===== config.mk =====
export PLATFORM = sky130hd
export DESIGN_NAME = mem_access_unit
export DESIGN_NICKNAME = d
export VERILOG_FILES = /design/src/rtl/mips_mem_pkg.sv /design/src/rtl/mem_timeout_ctr.sv /design/src/rtl/mem_access_unit.sv
export SDC_FILE = /design/constraint.sdc
export NUM_CORES = 1
export LEC_CHECK = 0
export BUFFER_PORTS_ARGS = -buffer_cell sky130_fd_sc_hd__buf_4
export CORE_MARGIN = 10
export CORE_UTILIZATION = 50
export CTS_BUF_LIST = sky130_fd_sc_hd__clkbuf_16
export DETAILED_ROUTE_END_ITERATION = 6
export HOLD_SLACK_MARGIN = 0.02
export PLACE_DENSITY = 0.89
export SYNTH_ARGS = -nofsm -noshare
export SYNTH_HDL_FRONTEND = slang
export SYNTH_SLANG_ARGS = --single-unit

===== constraint.sdc =====
create_clock -name clk -period 4.1 [get_ports clk]
set_input_delay 0.205 -clock clk [delete_from_list [all_inputs] [get_ports clk]]
set_output_delay 0.205 -clock clk [all_outputs]
set_load 0.05 [all_outputs]

===== src/rtl/mips_mem_pkg.sv =====
// Shared definitions for the data-memory access stage: state encoding,
// default bus timeout and the value returned for failed loads.
package mips_mem_pkg;

    typedef enum logic [1:0] {
        IDLE = 2'd0,
        REQ  = 2'd1,
        DONE = 2'd2
    } mem_state_e;

    localparam int unsigned TIMEOUT_DEFAULT = 255;
    localparam logic [31:0] ERR_DATA        = 32'h0000_0000;

endpackage


===== src/rtl/mem_timeout_ctr.sv =====
// Counts cycles spent waiting for a bus acknowledge; expired flags the
// point at which the outstanding request must be abandoned.
module mem_timeout_ctr #(
    parameter logic [7:0] TIMEOUT = 8'd255
) (
    input  logic clk,
    input  logic reset,
    input  logic clr,
    input  logic en,
    output logic expired
);

    logic [7:0] count_q;

    // Clear has priority over enable; no saturation is needed because the
    // owning FSM leaves REQ as soon as the count reaches TIMEOUT.
    always_ff @(posedge clk or negedge reset) begin
        if (!reset) begin
            count_q <= 8'd0;
        end else if (clr) begin
            count_q <= 8'd0;
        end else if (en) begin
            count_q <= count_q + 8'd1;
        end
    end

    assign expired = (count_q == TIMEOUT);

endmodule


===== src/rtl/mem_access_unit.sv =====
// Multi-cycle data-memory access stage between the single-cycle datapath
// and a valid/ack memory bus. Stalls the datapath until the access retires
// and flags misaligned or unacknowledged accesses as sticky errors.
//
// state | meaning
// IDLE  | waiting for MemRead/MemWrite; misaligned accesses go straight to DONE
// REQ   | bus_req held with latched address/data until ack or timeout
// DONE  | one un-stalled cycle in which the instruction retires
module mem_access_unit
    import mips_mem_pkg::*;
#(
    parameter int unsigned TIMEOUT = TIMEOUT_DEFAULT
) (
    input  logic        clk,
    input  logic        reset,
    input  logic        MemRead,
    input  logic        MemWrite,
    input  logic [31:0] ALUResult,
    input  logic [31:0] WriteData,
    output logic [31:0] ReadData,
    output logic        Stall,
    output logic        bus_req,
    output logic        bus_we,
    output logic [29:0] bus_addr,
    output logic [31:0] bus_wdata,
    input  logic        bus_ack,
    input  logic [31:0] bus_rdata,
    input  logic        err_clr,
    output logic        err_misalign,
    output logic        err_timeout
);

    localparam logic [7:0] TIMEOUT_W = TIMEOUT[7:0];

    mem_state_e  state_q;
    logic        req_q;
    logic        we_q;
    logic [29:0] addr_q;
    logic [31:0] wdata_q;
    logic [31:0] rdata_q;
    logic        err_mis_q;
    logic        err_to_q;

    logic access;
    logic misaligned;
    logic launch;
    logic set_mis;
    logic set_to;
    logic ctr_en;
    logic ctr_expired;

    assign access     = MemRead | MemWrite;
    assign misaligned = (ALUResult[1:0] != 2'b00);
    assign launch     = (state_q == IDLE) && access && !misaligned;
    assign set_mis    = (state_q == IDLE) && access && misaligned;
    assign set_to     = (state_q == REQ) && !bus_ack && ctr_expired;

    // The counter starts on the launch edge so it reads k in the k-th REQ
    // cycle; abort therefore lands after exactly TIMEOUT request cycles.
    assign ctr_en = launch || ((state_q == REQ) && !bus_ack);

    mem_timeout_ctr #(
        .TIMEOUT (TIMEOUT_W)
    ) u_timeout_ctr (
        .clk     (clk),
        .reset   (reset),
        .clr     (!ctr_en),
        .en      (ctr_en),
        .expired (ctr_expired)
    );

    // Access sequencing FSM with registered bus outputs, load data and sticky errors.
    always_ff @(posedge clk or negedge reset) begin
        if (!reset) begin
            state_q   <= IDLE;
            req_q     <= 1'b0;
            we_q      <= 1'b0;
            addr_q    <= 30'd0;
            wdata_q   <= 32'd0;
            rdata_q   <= 32'd0;
            err_mis_q <= 1'b0;
            err_to_q  <= 1'b0;
        end else begin
            case (state_q)
                IDLE: begin
                    if (access) begin
                        addr_q  <= ALUResult[31:2];
                        wdata_q <= WriteData;
                        we_q    <= MemWrite;
                        if (misaligned) begin
                            if (!MemWrite) begin
                                rdata_q <= ERR_DATA;
                            end
                            state_q <= DONE;
                        end else begin
                            req_q   <= 1'b1;
                            state_q <= REQ;
                        end
                    end
                end
                REQ: begin
                    if (bus_ack) begin
                        req_q <= 1'b0;
                        if (!we_q) begin
                            rdata_q <= bus_rdata;
                        end
                        state_q <= DONE;
                    end else if (ctr_expired) begin
                        req_q <= 1'b0;
                        if (!we_q) begin
                            rdata_q <= ERR_DATA;
                        end
                        state_q <= DONE;
                    end
                end
                DONE: begin
                    state_q <= IDLE;
                end
                default: begin
                    state_q <= IDLE;
                end
            endcase

            // A new error in the same cycle as err_clr stays flagged.
            err_mis_q <= set_mis || (err_mis_q && !err_clr);
            err_to_q  <= set_to  || (err_to_q  && !err_clr);
        end
    end

    assign Stall        = ((state_q == IDLE) && access) || (state_q == REQ);
    assign ReadData     = rdata_q;
    assign bus_req      = req_q;
    assign bus_we       = we_q;
    assign bus_addr     = addr_q;
    assign bus_wdata    = wdata_q;
    assign err_misalign = err_mis_q;
    assign err_timeout  = err_to_q;

endmodule

==> impl_metrics.env, run 1 <==
export IMPL_status="complete, no violations"
export IMPL_final_nets=636
export IMPL_synthSimpleGateAreaFrac_pct=6.163
export IMPL_worst_r2r_path_depth=4
export IMPL_post_synth_top_area_cell="dfrtp_1"
export IMPL_dr_pass1_iters=4
export IMPL_finClkSkew_ns=0.01180
export IMPL_synth_seq_area_share_pct=61.07
export IMPL_fill_cells=595
export IMPL_ant_nets=0
export IMPL_maxCapViolCount=0
export IMPL_max_freq_mhz=396.1
export IMPL_vias=3125
export IMPL_synth_most_common_cell="dfrtp_1"
export IMPL_final_hold_violation_count=0
export IMPL_cts_made_buffers=9
export IMPL_yosysWarnings=0
export IMPL_whs_ns=0.08734
export IMPL_clk_pin_slew_worst_paths_ns=0.08
export IMPL_cts_sinks=108
export IMPL_place_port_buffers=200
export IMPL_worst_pin_slew_ns=1.120
export IMPL_power_mw=5.293
export IMPL_vias_per_cell=4.845
export IMPL_synthAdderAreaFrac_pct=0.2827
export IMPL_gp_congestion=0.8221
export IMPL_yosys_top_cells_count="108 x dfrtp_1, 62 x mux2_2, 39 x nand2_1"
export IMPL_fin_crit_sh_pct=61.58
export IMPL_cts_buffer_depth=2
export IMPL_peakVddDrop_uv=592.4
export IMPL_coreArea_sq_um=8678
export IMPL_grt_pass1_vias=3313
export IMPL_worstPathCellList="nor2_1, o21a_2, buf_4, mux2_2"
export IMPL_synth_top_family_by_area="multiplexers"
export IMPL_reg2reg_to="bus_addr[8]$_DFFE_PN0P_"
export IMPL_track_usage_pct=18.35
export IMPL_drive_gt1_share_pct=52.70
export IMPL_p_leak_nw=3.040
export IMPL_synth_top_area_share_pct=61.07
export IMPL_synth_mux_area_share_pct=23.01
export IMPL_endpoint_kind="register"
export IMPL_worstSetupStartpointType="register"
export IMPL_synth_xor_area_share_pct=1.187
export IMPL_power_density_nw_per_um2=844.7
export IMPL_crit_fanout=40
export IMPL_syn_area_sq_um=4425
export IMPL_route_detailed_drc=0
export IMPL_crit_required_ns=4.33
export IMPL_synth_edf_count=0
export IMPL_std_cell_rows=34
export IMPL_reg2reg_from="state_q[0]$_DFFE_PN0P_"
export IMPL_initial_core_util_pct=50.99
export IMPL_synthTopCellsByArea="dfrtp_1 61%, mux2_2 16%, mux2i_1 7.2%"
export IMPL_first_iter_violations=148
export IMPL_grt_max_degree=70
export IMPL_avgSynthCellArea_sq_um=13.29
export IMPL_syn_nets=436
export IMPL_slew_violations=0
export IMPL_whs_endpoint="bus_wdata[12]$_DFFE_PN0P_"
export IMPL_worst_r2r_setup_slack_ns=1.58
export IMPL_dieArea_sq_um=13010
export IMPL_synthToLayoutAreaGrowth_pct=41.59
export IMPL_cts_root_buffer="clkbuf_16"
export IMPL_dpl_hpwl_microns=9589
export IMPL_num_antenna_cells=0
export IMPL_rsz0062_at_grt="false"
export IMPL_slew_headroom_pct=25.32
export IMPL_die_y_microns=114.1
export IMPL_antenna_found_initial=0
export IMPL_cp_slowest_cell="o21a_2"
export IMPL_synthFlopType="dfrtp_1"
export IMPL_synth_compound_area_share_pct=2.347
export IMPL_setup_viol=0
export IMPL_wl_microns=12160
export IMPL_min_from="WriteData[12]"
export IMPL_min_path_cells=2
export IMPL_grt_first_pass_wirelength_microns=18640
export IMPL_cts_tree="yes"
export IMPL_ys_types=34
export IMPL_cp_data_arrival_time_ns=2.75
export IMPL_post_drt_wl_per_cell_microns=18.86
export IMPL_worstSetupPathType="register to register"
export IMPL_postSynthCellCount=333
export IMPL_setup_tns_ns=0
export IMPL_die_width_microns=114.1
export IMPL_synth_seq_cells=108
export IMPL_ctsHtreeMaxLevel=3
export IMPL_cpPeakStageDelay_ns=0.82
export IMPL_hold_class="input port to register"
export IMPL_clk_latency_ns=0.34
export IMPL_ys_async_sr_fraction_pct=100.0
export IMPL_overflow=0
export IMPL_period_needed_ns=2.525
export IMPL_ioPinCount=201
logic make-up (layout without fill, tap and decap cells):
group,after synthesis,after routing
and+or+nand+nor,62,62
adders and majority gates,1,1
muxes,94,94
xor gates and xnor gates,6,6
AOI/OAI and AO/OA,14,14
buffers and inverters,48,252
DFF,108,108
how the worst max path moves through the flow:
stage	depth (start not counted)	slack, ns	endpoint	startpoint
final	4	1.58	bus_addr[8]$_DFFE_PN0P_	state_q[0]$_DFFE_PN0P_
after global routing	4	1.40	bus_addr[8]$_DFFE_PN0P_	state_q[0]$_DFFE_PN0P_
after CTS	4	1.57	bus_addr[12]$_DFFE_PN0P_	state_q[0]$_DFFE_PN0P_
after detailed placement	4	1.58	bus_addr[8]$_DFFE_PN0P_	state_q[0]$_DFFE_PN0P_
after global placement	4	1.70	bus_wdata[6]$_DFFE_PN0P_	state_q[0]$_DFFE_PN0P_
after floorplan	7	2.39	ReadData[10]$_DFFE_PN0P_	u_timeout_ctr.count_q[0]$_DFF_PN0_
state kept, by name, summed over array words and instances, names as in the netlist:
name,cells
u_timeout_ctr.count_q,8
bus_addr,30
bus_wdata,32
err_misalign,1
state_q,2
err_timeout,1
bus_req,1
ReadData,32
bus_we,1
through the flow:
| stage | cell area [sq um] | instances | setup WS [ns] | utilization (%) |
|---|---|---|---|---|
| finish | 6266 | 645 | 1.575 | 72.20 |
| global placement | 5947 | 629 | 1.697 | 68.53 |
| floorplan | 4425 | 333 | 2.390 | - |
| detailed placement | 5947 | 629 | 1.581 | 68.53 |
| CTS | 6266 | 645 | 1.571 | 72.20 |
| global route | 6266 | 645 | 1.396 | 72.20 |
where the power goes:
part / internal [mW] / switching [mW] / leakage, nW
Sequential: 1.43 / 0.204 / 1.35
Combinational: 0.926 / 1.85 / 1.54
Clock: 0.484 / 0.401 / 0.151
cell type report:
class                   instances  area, sq um  area share (%)
inverters                      33        123.9           1.977
clock buffers                   9        225.2           3.594
flip-flops and latches        108         2703           43.13
multi-input cells             177         1461           23.32
repair buffers                204         1534           24.48
well taps                     108        135.1           2.157
clock inverters                 6        83.83           1.338
repair_timing:
| action | CTS | global route |
|---|---|---|
| hold endpoints to repair | 68 | 0 |
| setup buffers | 0 | 0 |
| hold buffers | 1 | 0 |
| gates resized for setup | 0 | 0 |
cell usage in the layout (no fill, tap or decap), types with 3 or more instances in the layout:
cell / netlist / final
clkbuf_16: 0 / 9
inv_1: 33 / 33
dfrtp_1: 108 / 108
xor2_1: 5 / 5
mux2i_1: 32 / 32
a22o_1: 3 / 3
buf_4: 7 / 203
mux2_2: 62 / 62
nor2_1: 11 / 11
nand2_1: 39 / 39
critical path: cells and delay by family, from the launching register on:
family / cells / cell delay (ns)
compound gates: 1 / 0.82
buf+inv: 1 / 0.46
simple gates: 1 / 0.31
flops: 1 / 0.43
mux: 1 / 0.38
layer usage:
metal | GRT usage, % | up-vias | wire [microns]
met2 | 34.81 | 92 | 6929
met1 | 19.20 | 1512 | 4376
li1 | - | 1512 | -
met5 | 0 | - | 0
met3 | 4.874 | 9 | 696
met4 | 5.347 | 0 | 161
No activity file was read; power rests on OpenSTA's default activity.
==> inputs of run 2 (changes only) <==
CORE_UTILIZATION = 42   (was 50)
PLACE_DENSITY = 0.81   (was 0.89)
clock period = 2.1 ns   (was 4.1 ns; I/O delays follow)
==> impl_metrics.env, run 2 (synthesis results as in run 1) <==
export IMPL_slew_violations=0
export IMPL_cp_data_arrival_time_ns=2.14
export IMPL_clk_latency_ns=0.33
export IMPL_ctsHtreeMaxLevel=3
export IMPL_cp_top_family="compound AO/OA/AOI/OAI gates"
export IMPL_cts_resized=0
export IMPL_worstPathCellList="ha_1, and4_1, a41oi_1, o211a_2, buf_12, mux2i_1"
export IMPL_period_needed_ns=1.894
export IMPL_wl_microns=13450
export IMPL_crit_required_ns=2.35
export IMPL_track_usage_pct=17.46
export IMPL_first_iter_violations=150
export IMPL_crit_fanout=32
export IMPL_place_ws_ns=0.2070
export IMPL_grt_max_degree=63
export IMPL_status="complete, no violations"
export IMPL_ant_nets=0
export IMPL_cts_tree="yes"
export IMPL_route_detailed_drc=0
export IMPL_final_hold_violation_count=0
export IMPL_fin_crit_sh_pct=90.17
export IMPL_maxUsedRoutingLayer="met4"
export IMPL_setup_viol=0
export IMPL_rsz0062_at_grt="false"
export IMPL_place_port_buffers=200
export IMPL_hold_class="input port to register"
export IMPL_cts_root_buffer="clkbuf_16"
export IMPL_p_leak_nw=3.339
export IMPL_finClkSkew_ns=0.004741
export IMPL_min_path_cells=3
export IMPL_vias=3511
export IMPL_post_drt_wl_per_cell_microns=17.94
export IMPL_initial_core_util_pct=43.06
export IMPL_clk_pin_slew_worst_paths_ns=0.07
export IMPL_path_depth=6
export IMPL_cts_made_buffers=9
export IMPL_gp_congestion=0.7934
export IMPL_mostFrequentLayoutCells="203 x buf_4, 108 x dfrtp_1, 71 x dlygate4sd3_1, 62 x mux2_2, 39 x nand2_1"
export IMPL_worstSetupStartpointType="register"
export IMPL_final_nets=709
export IMPL_fill_cells=756
export IMPL_dr_pass1_iters=4
export IMPL_dr_wl_met3_microns=1078
export IMPL_worst_pin_slew_ns=0.6426
export IMPL_worst_slack_ns=0.2064
export IMPL_cts_sinks=108
export IMPL_cp_buffers_inverters=1
export IMPL_wl_met2_microns=7489
export IMPL_mostFrequentLayoutCell="buf_4"
export IMPL_worst_r2r_path_depth=6
export IMPL_endpoint_kind="register"
export IMPL_dieArea_sq_um=15040
export IMPL_setup_tns_ns=0
export IMPL_power_density_nw_per_um2=1466
export IMPL_std_cell_rows=37
export IMPL_cpPeakStageDelay_ns=0.40
export IMPL_drive_gt1_share_pct=46.15
export IMPL_ioPinCount=201
export IMPL_grt_first_pass_wirelength_microns=20730
export IMPL_peakVddDrop_uv=1073
export IMPL_dpl_hpwl_microns=8945
export IMPL_max_freq_mhz=528.1
export IMPL_worstSetupPathType="register to register"
export IMPL_antenna_found_initial=3
export IMPL_cts_buffer_depth=2
export IMPL_grt_pass1_vias=4049
export IMPL_overflow=0
export IMPL_slew_headroom_pct=57.16
export IMPL_coreArea_sq_um=10280
export IMPL_vias_per_cell=4.681
export IMPL_cp_slowest_cell="dfrtp_1"
export IMPL_maxCapViolCount=0
export IMPL_die_y_microns=122.7
export IMPL_synthToLayoutAreaGrowth_pct=58.47
export IMPL_die_width_microns=122.7
export IMPL_power_mw=10.28
export IMPL_wl_met1_microns=4569
[run 2: worst paths after layout]
path                                                    start  slack, ns                                 end
setup / recovery           u_timeout_ctr.count_q[0]$_DFF_PN0_       0.21             ReadData[9]$_DFFE_PN0P_
hold / removal                                  bus_rdata[23]       0.03            ReadData[23]$_DFFE_PN0P_
setup reg to reg           u_timeout_ctr.count_q[0]$_DFF_PN0_       0.21             ReadData[9]$_DFFE_PN0P_
hold reg to reg            u_timeout_ctr.count_q[0]$_DFF_PN0_       0.48  u_timeout_ctr.count_q[0]$_DFF_PN0_
max in group asynchronous                               reset       1.10            bus_wdata[1]$_DFFE_PN0P_
min in group asynchronous                               reset       0.29            bus_addr[13]$_DFFE_PN0P_
[run 2: where the power goes]
| group | internal, mW | total [mW] | switching, mW |
|---|---|---|---|
| registers | 2.80 | 3.22 | 0.425 |
| logic | 1.94 | 5.58 | 3.64 |
| clock network | 0.778 | 1.48 | 0.701 |
[run 2: through the flow]
step | util (%) | hold slack [ns] | cells | cell area [sq um]
after floorplan | - | -0.1906 | 333 | 4425
after global placement | 58.79 | 0.1071 | 660 | 6042
after detailed placement | 58.79 | 0.1123 | 660 | 6042
after CTS | 68.16 | 0.02077 | 747 | 7005
after global routing | 68.24 | 0.02591 | 750 | 7013
final | 68.24 | 0.02660 | 750 | 7013
[run 2: layout make-up]
cell class                 instances  area [sq um]  share of cell area [%]
antenna                            3         7.507                  0.1070
clock buffer                       9         225.2                   3.211
clock inverter                     7         27.53                  0.3925
inverter                          33         123.9                   1.766
multi-input combinational        177          1461                   20.84
sequential                       108          2703                   38.54
tap                              136         170.2                   2.426
timing repair buffer             277          2295                   32.72
[run 2: layer usage]
metal  track usage, %  vias to the layer above
met5                0                        -
met3            5.693                       23
met1            16.60                     1705
li1                 -                     1652
met4            7.290                        0
met2            33.55                      131
[run 2: worst min-delay path, cell delays in order]
cell and delay [ns]:
buf_4 0.11, nand2_1 0.04, mux2i_1 0.06
[run 2: timing repair]
item / CTS / global route
endpoints found under the setup margin: 0 / 0
hold buffers: 71 / 0
buffers inserted: 0 / 0
hold endpoints to repair: 106 / 0
